**src/rtl/rv32i_pkg.sv**
```systemverilog
// RV32I constants and decode helpers shared by the decode stage and its sub-blocks.
package rv32i_pkg;

  localparam logic [6:0] OP_LOAD   = 7'h03;
  localparam logic [6:0] OP_IMM    = 7'h13;
  localparam logic [6:0] OP_STORE  = 7'h23;
  localparam logic [6:0] OP_BRANCH = 7'h63;
  localparam logic [6:0] OP_JAL    = 7'h6F;
  localparam logic [6:0] OP_JALR   = 7'h67;
  localparam logic [6:0] OP_LUI    = 7'h37;
  localparam logic [6:0] OP_AUIPC  = 7'h17;

  localparam logic [2:0] F3_BEQ  = 3'b000;
  localparam logic [2:0] F3_BNE  = 3'b001;
  localparam logic [2:0] F3_BLT  = 3'b100;
  localparam logic [2:0] F3_BGE  = 3'b101;
  localparam logic [2:0] F3_BLTU = 3'b110;
  localparam logic [2:0] F3_BGEU = 3'b111;

  // addi x0, x0, 0
  localparam logic [31:0] NOP_ENCODING = 32'h00000013;

  typedef enum logic [2:0] {IMM_I, IMM_S, IMM_B, IMM_U, IMM_J, IMM_NONE} imm_type_t;

  function automatic imm_type_t imm_type_of(input logic [6:0] opcode);
    case (opcode)
      OP_LOAD, OP_IMM, OP_JALR: return IMM_I;
      OP_STORE:                 return IMM_S;
      OP_BRANCH:                return IMM_B;
      OP_LUI, OP_AUIPC:         return IMM_U;
      OP_JAL:                   return IMM_J;
      default:                  return IMM_NONE;
    endcase
  endfunction

endpackage

```
**src/rtl/register_file.sv**
```systemverilog
// 32x32 register file: two combinational read ports with write-through, one
// synchronous write port, x0 hard-wired to zero.
module register_file (
  input  logic        clk,
  input  logic        rst,
  input  logic        wr_en,
  input  logic [4:0]  wr_addr,
  input  logic [31:0] wr_data,
  input  logic [4:0]  rs1,
  input  logic [4:0]  rs2,
  output logic [31:0] rd1,
  output logic [31:0] rd2
);

  logic [31:0] regs_q [32];
  logic [31:0] regs_d [32];

  // Next-state of the array; writes to x0 are dropped.
  always_comb begin
    regs_d = regs_q;
    if (wr_en && (wr_addr != 5'd0)) begin
      regs_d[wr_addr] = wr_data;
    end else begin
      regs_d = regs_q;
    end
  end

  // Storage with synchronous active-low clear.
  always_ff @(posedge clk) begin
    if (!rst) begin
      regs_q <= '{default: 32'd0};
    end else begin
      regs_q <= regs_d;
    end
  end

  // Write-through lets decode see a writeback result in the same cycle.
  assign rd1 = (rs1 == 5'd0) ? 32'd0 :
               (wr_en && (wr_addr == rs1)) ? wr_data : regs_q[rs1];
  assign rd2 = (rs2 == 5'd0) ? 32'd0 :
               (wr_en && (wr_addr == rs2)) ? wr_data : regs_q[rs2];

endmodule

```
**src/rtl/decode_stage.sv**
```systemverilog
// RV32I decode stage: IF/ID register, register file, immediate generation and
// early branch/jump resolution that redirects fetch and squashes the wrong path.
module decode_stage
  import rv32i_pkg::*;
#(
  parameter logic [31:0] NOP_INSTR      = NOP_ENCODING,
  parameter logic [31:0] RESET_PC_PLUS4 = 32'h00000004
) (
  input  logic        clk,
  input  logic        rst,
  input  logic        i_en,
  input  logic [31:0] i_instr_F,
  input  logic [31:0] i_PC_plus4_F,
  input  logic        i_wr_en_W,
  input  logic [4:0]  i_wr_addr_W,
  input  logic [31:0] i_wr_data_W,
  input  logic        i_fwd_a_D,
  input  logic        i_fwd_b_D,
  input  logic [31:0] i_ALU_result_M,
  output logic        o_sel_PC_D,
  output logic [31:0] o_PC_branch_D,
  output logic [31:0] o_rd1_D,
  output logic [31:0] o_rd2_D,
  output logic [31:0] o_imm_D,
  output logic [4:0]  o_rs1_D,
  output logic [4:0]  o_rs2_D,
  output logic [4:0]  o_rd_D,
  output logic [6:0]  o_opcode_D,
  output logic [2:0]  o_funct3_D,
  output logic        o_funct7b5_D,
  output logic [31:0] o_PC_plus4_D,
  output logic        o_valid_D
);

  logic [31:0] instr_q, instr_d;
  logic [31:0] pc_plus4_q, pc_plus4_d;
  logic        valid_q, valid_d;
  logic [31:0] op_a, op_b, pc_d;
  logic        br_taken, redirect;

  // IF/ID next state: stall holds, a redirect squashes, otherwise load from fetch.
  always_comb begin
    instr_d    = instr_q;
    pc_plus4_d = pc_plus4_q;
    valid_d    = valid_q;
    if (!i_en) begin
      valid_d = valid_q;
    end else if (o_sel_PC_D) begin
      instr_d = NOP_INSTR;
      valid_d = 1'b0;
    end else begin
      instr_d    = i_instr_F;
      pc_plus4_d = i_PC_plus4_F;
      valid_d    = 1'b1;
    end
  end

  always_ff @(posedge clk) begin
    if (!rst) begin
      instr_q    <= NOP_INSTR;
      pc_plus4_q <= RESET_PC_PLUS4;
      valid_q    <= 1'b0;
    end else begin
      instr_q    <= instr_d;
      pc_plus4_q <= pc_plus4_d;
      valid_q    <= valid_d;
    end
  end

  assign o_opcode_D   = instr_q[6:0];
  assign o_rd_D       = instr_q[11:7];
  assign o_funct3_D   = instr_q[14:12];
  assign o_rs1_D      = instr_q[19:15];
  assign o_rs2_D      = instr_q[24:20];
  assign o_funct7b5_D = instr_q[30];
  assign o_PC_plus4_D = pc_plus4_q;
  assign o_valid_D    = valid_q;

  register_file u_register_file (
    .clk     (clk),
    .rst     (rst),
    .wr_en   (i_wr_en_W),
    .wr_addr (i_wr_addr_W),
    .wr_data (i_wr_data_W),
    .rs1     (o_rs1_D),
    .rs2     (o_rs2_D),
    .rd1     (o_rd1_D),
    .rd2     (o_rd2_D)
  );

  always_comb begin
    case (imm_type_of(o_opcode_D))
      IMM_I:   o_imm_D = {{20{instr_q[31]}}, instr_q[31:20]};
      IMM_S:   o_imm_D = {{20{instr_q[31]}}, instr_q[31:25], instr_q[11:7]};
      IMM_B:   o_imm_D = {{19{instr_q[31]}}, instr_q[31], instr_q[7],
                          instr_q[30:25], instr_q[11:8], 1'b0};
      IMM_U:   o_imm_D = {instr_q[31:12], 12'd0};
      IMM_J:   o_imm_D = {{11{instr_q[31]}}, instr_q[31], instr_q[19:12],
                          instr_q[20], instr_q[30:21], 1'b0};
      default: o_imm_D = 32'd0;
    endcase
  end

  assign op_a = i_fwd_a_D ? i_ALU_result_M : o_rd1_D;
  assign op_b = i_fwd_b_D ? i_ALU_result_M : o_rd2_D;
  assign pc_d = pc_plus4_q - 32'd4;

  always_comb begin
    case (o_funct3_D)
      F3_BEQ:  br_taken = (op_a == op_b);
      F3_BNE:  br_taken = (op_a != op_b);
      F3_BLT:  br_taken = ($signed(op_a) < $signed(op_b));
      F3_BGE:  br_taken = ($signed(op_a) >= $signed(op_b));
      F3_BLTU: br_taken = (op_a < op_b);
      F3_BGEU: br_taken = (op_a >= op_b);
      default: br_taken = 1'b0;
    endcase
  end

  assign o_PC_branch_D = (o_opcode_D == OP_JALR) ? ((op_a + o_imm_D) & ~32'h1)
                                                 : (pc_d + o_imm_D);

  assign redirect = ((o_opcode_D == OP_BRANCH) && br_taken) ||
                    (o_opcode_D == OP_JAL) || (o_opcode_D == OP_JALR);

  // Gated by the stall so a redirect fires once; reset suppresses it outright.
  assign o_sel_PC_D = rst & valid_q & i_en & redirect;

endmodule

```
**config.mk**
```make
export PLATFORM = sky130hd
export DESIGN_NAME = decode_stage
export DESIGN_NICKNAME = d
export VERILOG_FILES = /design/src/rtl/rv32i_pkg.sv /design/src/rtl/register_file.sv /design/src/rtl/decode_stage.sv
export SDC_FILE = /design/constraint.sdc
export NUM_CORES = 2
export LEC_CHECK = 0
export BUFFER_PORTS_ARGS = -buffer_cell sky130_fd_sc_hd__buf_2
export CAP_MARGIN = 25
export CORE_ASPECT_RATIO = 0.5
export CORE_UTILIZATION = 40
export CTS_CLUSTER_DIAMETER = 120
export DETAILED_ROUTE_END_ITERATION = 6
export GPL_TIMING_DRIVEN = 0
export PLACE_DENSITY = 0.62
export SYNTH_ARGS = -nofsm -noshare
export SYNTH_HDL_FRONTEND = slang
export SYNTH_SLANG_ARGS = --single-unit
```
**constraint.sdc**
```tcl
create_clock -name clk -period 8.2 [get_ports clk]
set_input_delay 1.64 -clock clk [delete_from_list [all_inputs] [get_ports clk]]
set_output_delay 1.64 -clock clk [all_outputs]
set_load 0.03 [all_outputs]
```
======== Yosys cells after proc, flatten, opt, wreduce, memory -nomap -nowiden ========
Index checks and enable logic that the tools add are counted.
cells by class
  reductions and logical operators ........ 15
  add/subtract/negate cells ............... 3
  order comparisons ....................... 8
  bitwise operators ....................... 7
  muxes and demuxes ....................... 21
  equal/unequal tests ..................... 21
operators by type and width
  kind                   number
  $bwmux 1024            1
  $mux 32                13
  $bmux 32 s5            2
  $demux 32 s5           1
  $pmux 32 s5            1
  $add 32x32->32         2
  $ge 32x32->1           2
  $lt 32x32->1           2
  $eq 32x32->1           1
  $ne 32x32->1           1
  $sub 32x3->32 const B  1
  $eq 7x7->1 const B     3
  $ge 6x6->1 const B     3
  $not 5->6              3
  $eq 3x3->1 const B     5
  $pmux 3 s5             1
  $eq 7x5->1 const B     2
  $eq 7x6->1 const B     2
  $eq 5x5->1             2
  $logic_not 5->1        2
  $eq 7x2->1 const B     1
  $eq 3x1->1 const B     2
  $eq 3x2->1 const B     2
  $logic_not 3->1        2
  11 further kinds       18
word-level totals
  logic and storage cells ................. 110
  bits in registers ....................... 1089
  input bits .............................. 139
  output and inout port bits .............. 188

======== Logic depth before layout (Yosys ltp) ========
  word-level depth ........................ 15
  gate-level depth with buffers ........... 28
  gate-level depth less buffers ........... 19

======== Cells and area by module ========
A second synthesis with hierarchy kept.
unflattened totals
  cells, all modules ...................... 7152
  area, all modules ....................... 63174.3 um^2
by module, submodules not included
  module         area each (um^2)  sequential area each (um^2)  cells each  times used
  register_file  54581.1           20499.7                      6026        1
  decode_stage   8593.2            1301.2                       1126        1

======== Worst setup path before layout ========
OpenSTA, ideal clock, no wires.
  path type ............................... input-to-output
  start point ............................. input port i_wr_addr_W[2]
  end point ............................... output port o_sel_PC_D
  path slack .............................. 0.097 ns
  stages on the path ...................... 19
  buffers on the path ..................... 3
  required time ........................... 6.560 ns
  arrival ................................. 6.463 ns
  cell sequence ........................... clkbuf_1 xor2_1 nor4_1 nand3_1 clkbuf_1 a211oi_1 mux2i_1 ha_1 a211oi_1 o21ai_1 a31oi_1 o21ai_1 a311oi_1 a211oi_1 or3_1 o31ai_1 nand2_1 clkbuf_1 nor2_1
on the way
  cells in the longest elaborated chain, start to end .. 11
  elaborated cells between the ends (all ways) .. 21
  classes of those cells .................. order compare: 4; eq/ne: 4; mux: 7; bitwise: 1; reduce/logical: 5
RTL lines
  item                                        line                 RTL
  start, declared                             decode_stage.sv:15   input logic [4:0] i_wr_addr_W,
  $eq 5x5->1 *                                register_file.sv:41  (wr_en && (wr_addr == rs2)) ? wr_data : regs_q[rs2];
  $logic_and 1x1->1 *                         register_file.sv:41
  $mux 32 *                                   register_file.sv:41
  $mux 32 *                                   register_file.sv:40  assign rd2 = (rs2 == 5'd0) ? 32'd0 :
  via o_rd2_D[9]                              decode_stage.sv:23   output logic [31:0] o_rd2_D,
  $mux 32 *                                   decode_stage.sv:105  assign op_b = i_fwd_b_D ? i_ALU_result_M : o_rd2_D;
  $ge 32x32->1, or another cell as far along  decode_stage.sv:115  F3_BGEU: br_taken = (op_a >= op_b);
  $pmux 1 s6 *                                decode_stage.sv:109  case (o_funct3_D)
  $logic_and 1x1->1 *                         decode_stage.sv:123  assign redirect = ((o_opcode_D == OP_BRANCH) && br_taken) ||
  $logic_or 1x1->1 *                          decode_stage.sv:123
  $logic_or 1x1->1 *                          decode_stage.sv:124  (o_opcode_D == OP_JAL) || (o_opcode_D == OP_JALR);
  $and 1x1->1 *                               decode_stage.sv:127  assign o_sel_PC_D = rst & valid_q & i_en & redirect;
  end, declared                               decode_stage.sv:20   output logic o_sel_PC_D,
The timed path passes the listed nets; every way through them passes the cells marked *.

======== Worst setup path in the final report ========
  start point ............................. register instr_q[18]
  end point ............................... output port o_sel_PC_D
on the way
  cells in the longest elaborated chain, start to end .. 13
  elaborated cells between the ends (all ways) .. 21
  classes of those cells .................. order compare: 4; eq/ne: 3; mux: 7; bitwise: 2; reduce/logical: 5
RTL lines
  item                                         line                 RTL
  start, declared                              decode_stage.sv:35   logic [31:0] instr_q, instr_d;
  start signal, assigned                       decode_stage.sv:64   instr_q <= instr_d;
  $not 5->6 (implied by the code)              register_file.sv:39  (wr_en && (wr_addr == rs1)) ? wr_data : regs_q[rs1];
  $bmux 32 s5                                  register_file.sv:39
  $mux 32 (implied by the code) (2 in series)  register_file.sv:39
  $mux 32                                      register_file.sv:39
  $mux 32 *                                    register_file.sv:38  assign rd1 = (rs1 == 5'd0) ? 32'd0 :
  $mux 32 *                                    decode_stage.sv:104  assign op_a = i_fwd_a_D ? i_ALU_result_M : o_rd1_D;
  $ge 32x32->1, or another cell as far along   decode_stage.sv:115
  $pmux 1 s6 *                                 decode_stage.sv:109
  $logic_and 1x1->1 *                          decode_stage.sv:123
  $logic_or 1x1->1 *                           decode_stage.sv:123
  $logic_or 1x1->1 *                           decode_stage.sv:124
  $and 1x1->1 *                                decode_stage.sv:127
Every way passes the cells marked *; elsewhere a longest branch is shown, timed or not. The select of a mux whose other input is x is not followed.

==> results.yml <==
pwr:
  share_comb_of_total_power: 0.210
  seqPwrFrac: 0.394
  intPower_uw: 9180
  powerDensity_nw_per_um2: 179
  netSwitchingPower_uw: 4530
  worst_vdd_rail_ir_drop_mv: 0.183
  switching_share: 0.331
  cellLeakagePower_uw: 0.0263
  share_clk_of_total_power: 0.396
route:
  detailed_routing_iterations_pass_1: 7
  drt_iter0_markers: 11700
  route.antenna.remaining_nets: 0
  wirelength_microns: 388000
  via_per_inst: 6.61
  vias: 64900
  detail_route.wl_per_cell_microns: 39.5
  drt_drc_violations_left: 0
critical_path:
  startpoint_type: "flop"
  r2r-start: "instr_q[18]"
  endpoint_kind: "output port"
  reg2regPathDepth: 26
  critPathRequiredTime_ns: 6.56
  critical_path.reg2reg.endpoint: "instr_q[17]"
  timing.critical_path.arrival_ns: 6.85
  timing.setup.critical_path_class: "reg2out"
  worstPathMaxFanout: 10
  r2r_slack_ns: 1.67
floorplan:
  core.rowCount: 102
  die-height_microns: 283
  ports: 327
  initial_core_util: 0.406
  die_area_sq_um: 160000
  chip_width_microns: 564
  core_area_sq_um: 156000
hold_path:
  hold_end: "u_register_file.regs_q[132]"
  hold_depth: 2
  worst_min_delay_path_category: "reg2reg"
  worstHoldStart: "u_register_file.regs_q[132]"
sta:
  timing.final.hold_violations: 0
  timing_worst_slew_pin_value_ns: 1.31
  slew_headroom: 0.123
  final_critical_path_setup_slack_ns: -0.294
  final.setup_skew_ns: 0.0493
  count_of_final_max_slew_check_failures: 0
  timing.fmax_mhz: 118
  final.setup.tns_ns: -0.776
  post-route-period-util: 1.04
  period_needed_ns: 8.49
  unrepaired_setup_endpoints_after_global_routing: "true"
  final-setup-viol-count: 12
  timing.hold.ws_ns: 0.478
clocking:
  cts_max_level: 3
  ctsRootBufferMaster: "clkbuf_16"
  clock_pin_slew_on_the_worst_setup_and_hold_paths_ns: 0.07
  maximum_buffer_depth_of_the_clock_tree: 3
  insertion_delay_ns: 0.79
  cts-buffers-inserted: 106
  tritoncts: "done"
  cts_num_sinks: 1089
grt:
  overall_overflow_remaining_after_global_route: 0
  initial_antenna_violation_count: 81
  grt_start_max_net_pins: 16
  grt_pass1_vias: 56300
  total_grt_usage: 0.467
  grt_first_pass_wirelength_microns: 502000
logic_synthesis:
  post_synth_instance_area_sq_um: 63200
  ys_warn_count: 0
  yosysSeqAreaShare: 0.345
  synth-edff-count: 0
  syn_nets: 7246
  synth_area_per_inst_sq_um: 9.06
  postSynthCellCount: 6982
  synth-main-ff-cell: "dfxtp_1"
  yosys.cell_types.count: 75
  asyncSetResetFlopFracSynth: 0
  ys_ff_latch: 1089
placed_design:
  placed_area_sq_um: 68600
  hpwl_microns: 301000
  globalplace.congestion: 1.15
  place.port_buffers: 287
  placedCellCount: 9439
final_layout:
  final_core_util: 0.491
  stdcell_count: 9816
  final_design_area_no_fill_sq_um: 76400
  n_fill_cell: 15000
  fin_nets: 7854
  syn_to_final_growth_pct: 20.9
  share_of_post_route_cells_with_drive_strength_above_1: 0.225
status:
  violations: "negative setup slack"
  outcome: "finished with violations"
run:
  maximum_capacitance_violations: 0
## cells by family (layout without fill, tap and decap cells)
| logic type | after synthesis | count (layout) | synth area share |
|---|---|---|---|
| other | 0 | 57 | 0 |
| XOR/XNOR | 63 | 63 | 0.00873 |
| AO/OA/AOI/OAI | 1520 | 1520 | 0.175 |
| buffers and inverters | 843 | 1539 | 0.0540 |
| adder cells (fa/ha/maj) | 125 | 125 | 0.0250 |
| AND/OR/NAND/NOR | 2558 | 2559 | 0.160 |
| multiplexers | 784 | 784 | 0.232 |
| flip-flops | 1089 | 1089 | 0.345 |
## worst max-delay path: stages, from the launching register on
cell      delay (ns)
dfxtp_1         0.52
clkbuf_8        0.28
or3b_1          0.18
clkbuf_4        0.32
clkbuf_1        0.39
buf_8           0.28
o22ai_2         0.16
a221oi_1        0.28
nor2_1          0.14
a21oi_4         0.25
nor2_1          0.11
a21oi_4         0.24
o31ai_2         0.12
ha_1            0.34
a211oi_2        0.23
o21ai_1         0.12
a31oi_2         0.19
o21ai_1         0.10
a311oi_2        0.27
buf_4           0.21
a211oi_1        0.08
or3_1           0.36
o31ai_2         0.27
nand2_1         0.13
clkbuf_8        0.19
nor2_1          0.11
buf_4           0.16
## power by group through the flow
stage	Sequential (uW)	Combinational (uW)	Clock, uW
final	5400	2880	5430
after CTS	5400	2650	5360
after detailed placement	5520	2480	0
after global routing	5400	2860	5580
after global placement	5510	2420	0
after floorplan	5520	1350	0
## how the worst max path moves through the flow
stage / startpoint / endpoint / slack (ns) / cells after the start
after floorplan: i_wr_addr_W[2] / o_sel_PC_D / 0.1 / 19
after global placement: instr_q[16] / o_sel_PC_D / -4.55 / 24
after detailed placement: instr_q[15] / o_sel_PC_D / -2.83 / 27
after CTS: instr_q[21] / o_sel_PC_D / -0.0003 / 23
after global routing: instr_q[20] / o_sel_PC_D / -0.20 / 24
final: instr_q[18] / o_sel_PC_D / -0.29 / 26
## per-stage QoR
| step | setup slack (ns) | power (uW) |
|---|---|---|
| 4_1_cts | -0.000297 | 13400 |
| 2_1_floorplan | 0.0968 | 6870 |
| 3_3_place_gp | -4.55 | 7930 |
| 6_report | -0.294 | 13700 |
| 3_5_place_dp | -2.83 | 8000 |
| 5_1_grt | -0.199 | 13800 |
## final cells by class
| class | instances | area [sq um] | area share |
|---|---|---|---|
| buffer | 711 | 4260 | 0.0558 |
| antenna | 57 | 143 | 0.00187 |
| tap | 2080 | 2600 | 0.0340 |
| clock inverter | 49 | 626 | 0.00818 |
| inverter | 132 | 495 | 0.00648 |
| clock buffer | 148 | 3020 | 0.0395 |
| sequential | 1089 | 21800 | 0.285 |
| multi-input combinational | 5051 | 39600 | 0.518 |
| timing repair buffer | 499 | 3870 | 0.0507 |
## registers in the layout, indices dropped and copies added (netlist names)
| signal | count |
|---|---|
| u_register_file.regs_q | 1024 |
| instr_q | 32 |
| o_PC_plus4_D | 32 |
| o_valid_D | 1 |
## cells in the mapped netlist (23+ instances only)
master | number | share of area
a21o_1 | 27 | 0.0032
mux2i_1 | 207 | 0.033
clkbuf_2 | 29 | 0.0023
a32o_1 | 32 | 0.0051
ha_1 | 123 | 0.024
o21ai_0 | 50 | 0.0040
dfxtp_1 | 1089 | 0.34
mux2_2 | 32 | 0.0057
buf_4 | 34 | 0.0040
clkbuf_1 | 554 | 0.033
buf_1 | 43 | 0.0026
nor2b_1 | 28 | 0.0028
inv_1 | 132 | 0.0078
a21boi_0 | 993 | 0.12
mux4_2 | 544 | 0.19
a211oi_1 | 84 | 0.010
nand2_1 | 2168 | 0.13
o22ai_1 | 32 | 0.0032
xnor2_1 | 32 | 0.0044
buf_2 | 47 | 0.0037
and2_1 | 47 | 0.0047
nor2_1 | 189 | 0.011
a21oi_1 | 127 | 0.010
nand3_1 | 23 | 0.0018
xor2_1 | 31 | 0.0043
o31ai_1 | 34 | 0.0040
## timing repair
action / CTS / global route
pin swaps: 28 / 31
gates resized for setup: 586 / 147
setup buffers: 59 / 52
hold buffers: 0 / 0
gates cloned: 3 / 1
endpoints found under the setup margin: 102 / 20
## placed cells by master (no fill, tap or decap), types with 31 or more instances in the layout
cell type  count
a211oi_1      34
a211oi_2      33
a21boi_0     993
a21oi_1       81
a32o_1        32
and2_1        47
buf_12        34
buf_2        308
buf_4        147
buf_6         35
buf_8         66
clkbuf_1     483
clkbuf_16    114
clkbuf_2      77
clkbuf_8      33
dfxtp_1     1086
diode_2       57
ha_1         118
inv_1        132
mux2i_1      177
mux4_2       544
nand2_1     2167
nor2_1       180
o21ai_0       47
xor2_1        31
## per-layer routing
layer  track usage  part of all wire  vias up
met5        0.0509            0.0036        -
met1         0.595              0.37    32400
li1              -                 -    25700
met2         0.583              0.37     5665
met3         0.302              0.19     1097
met4         0.244             0.063       50
Power figures use the tool's default switching activity.
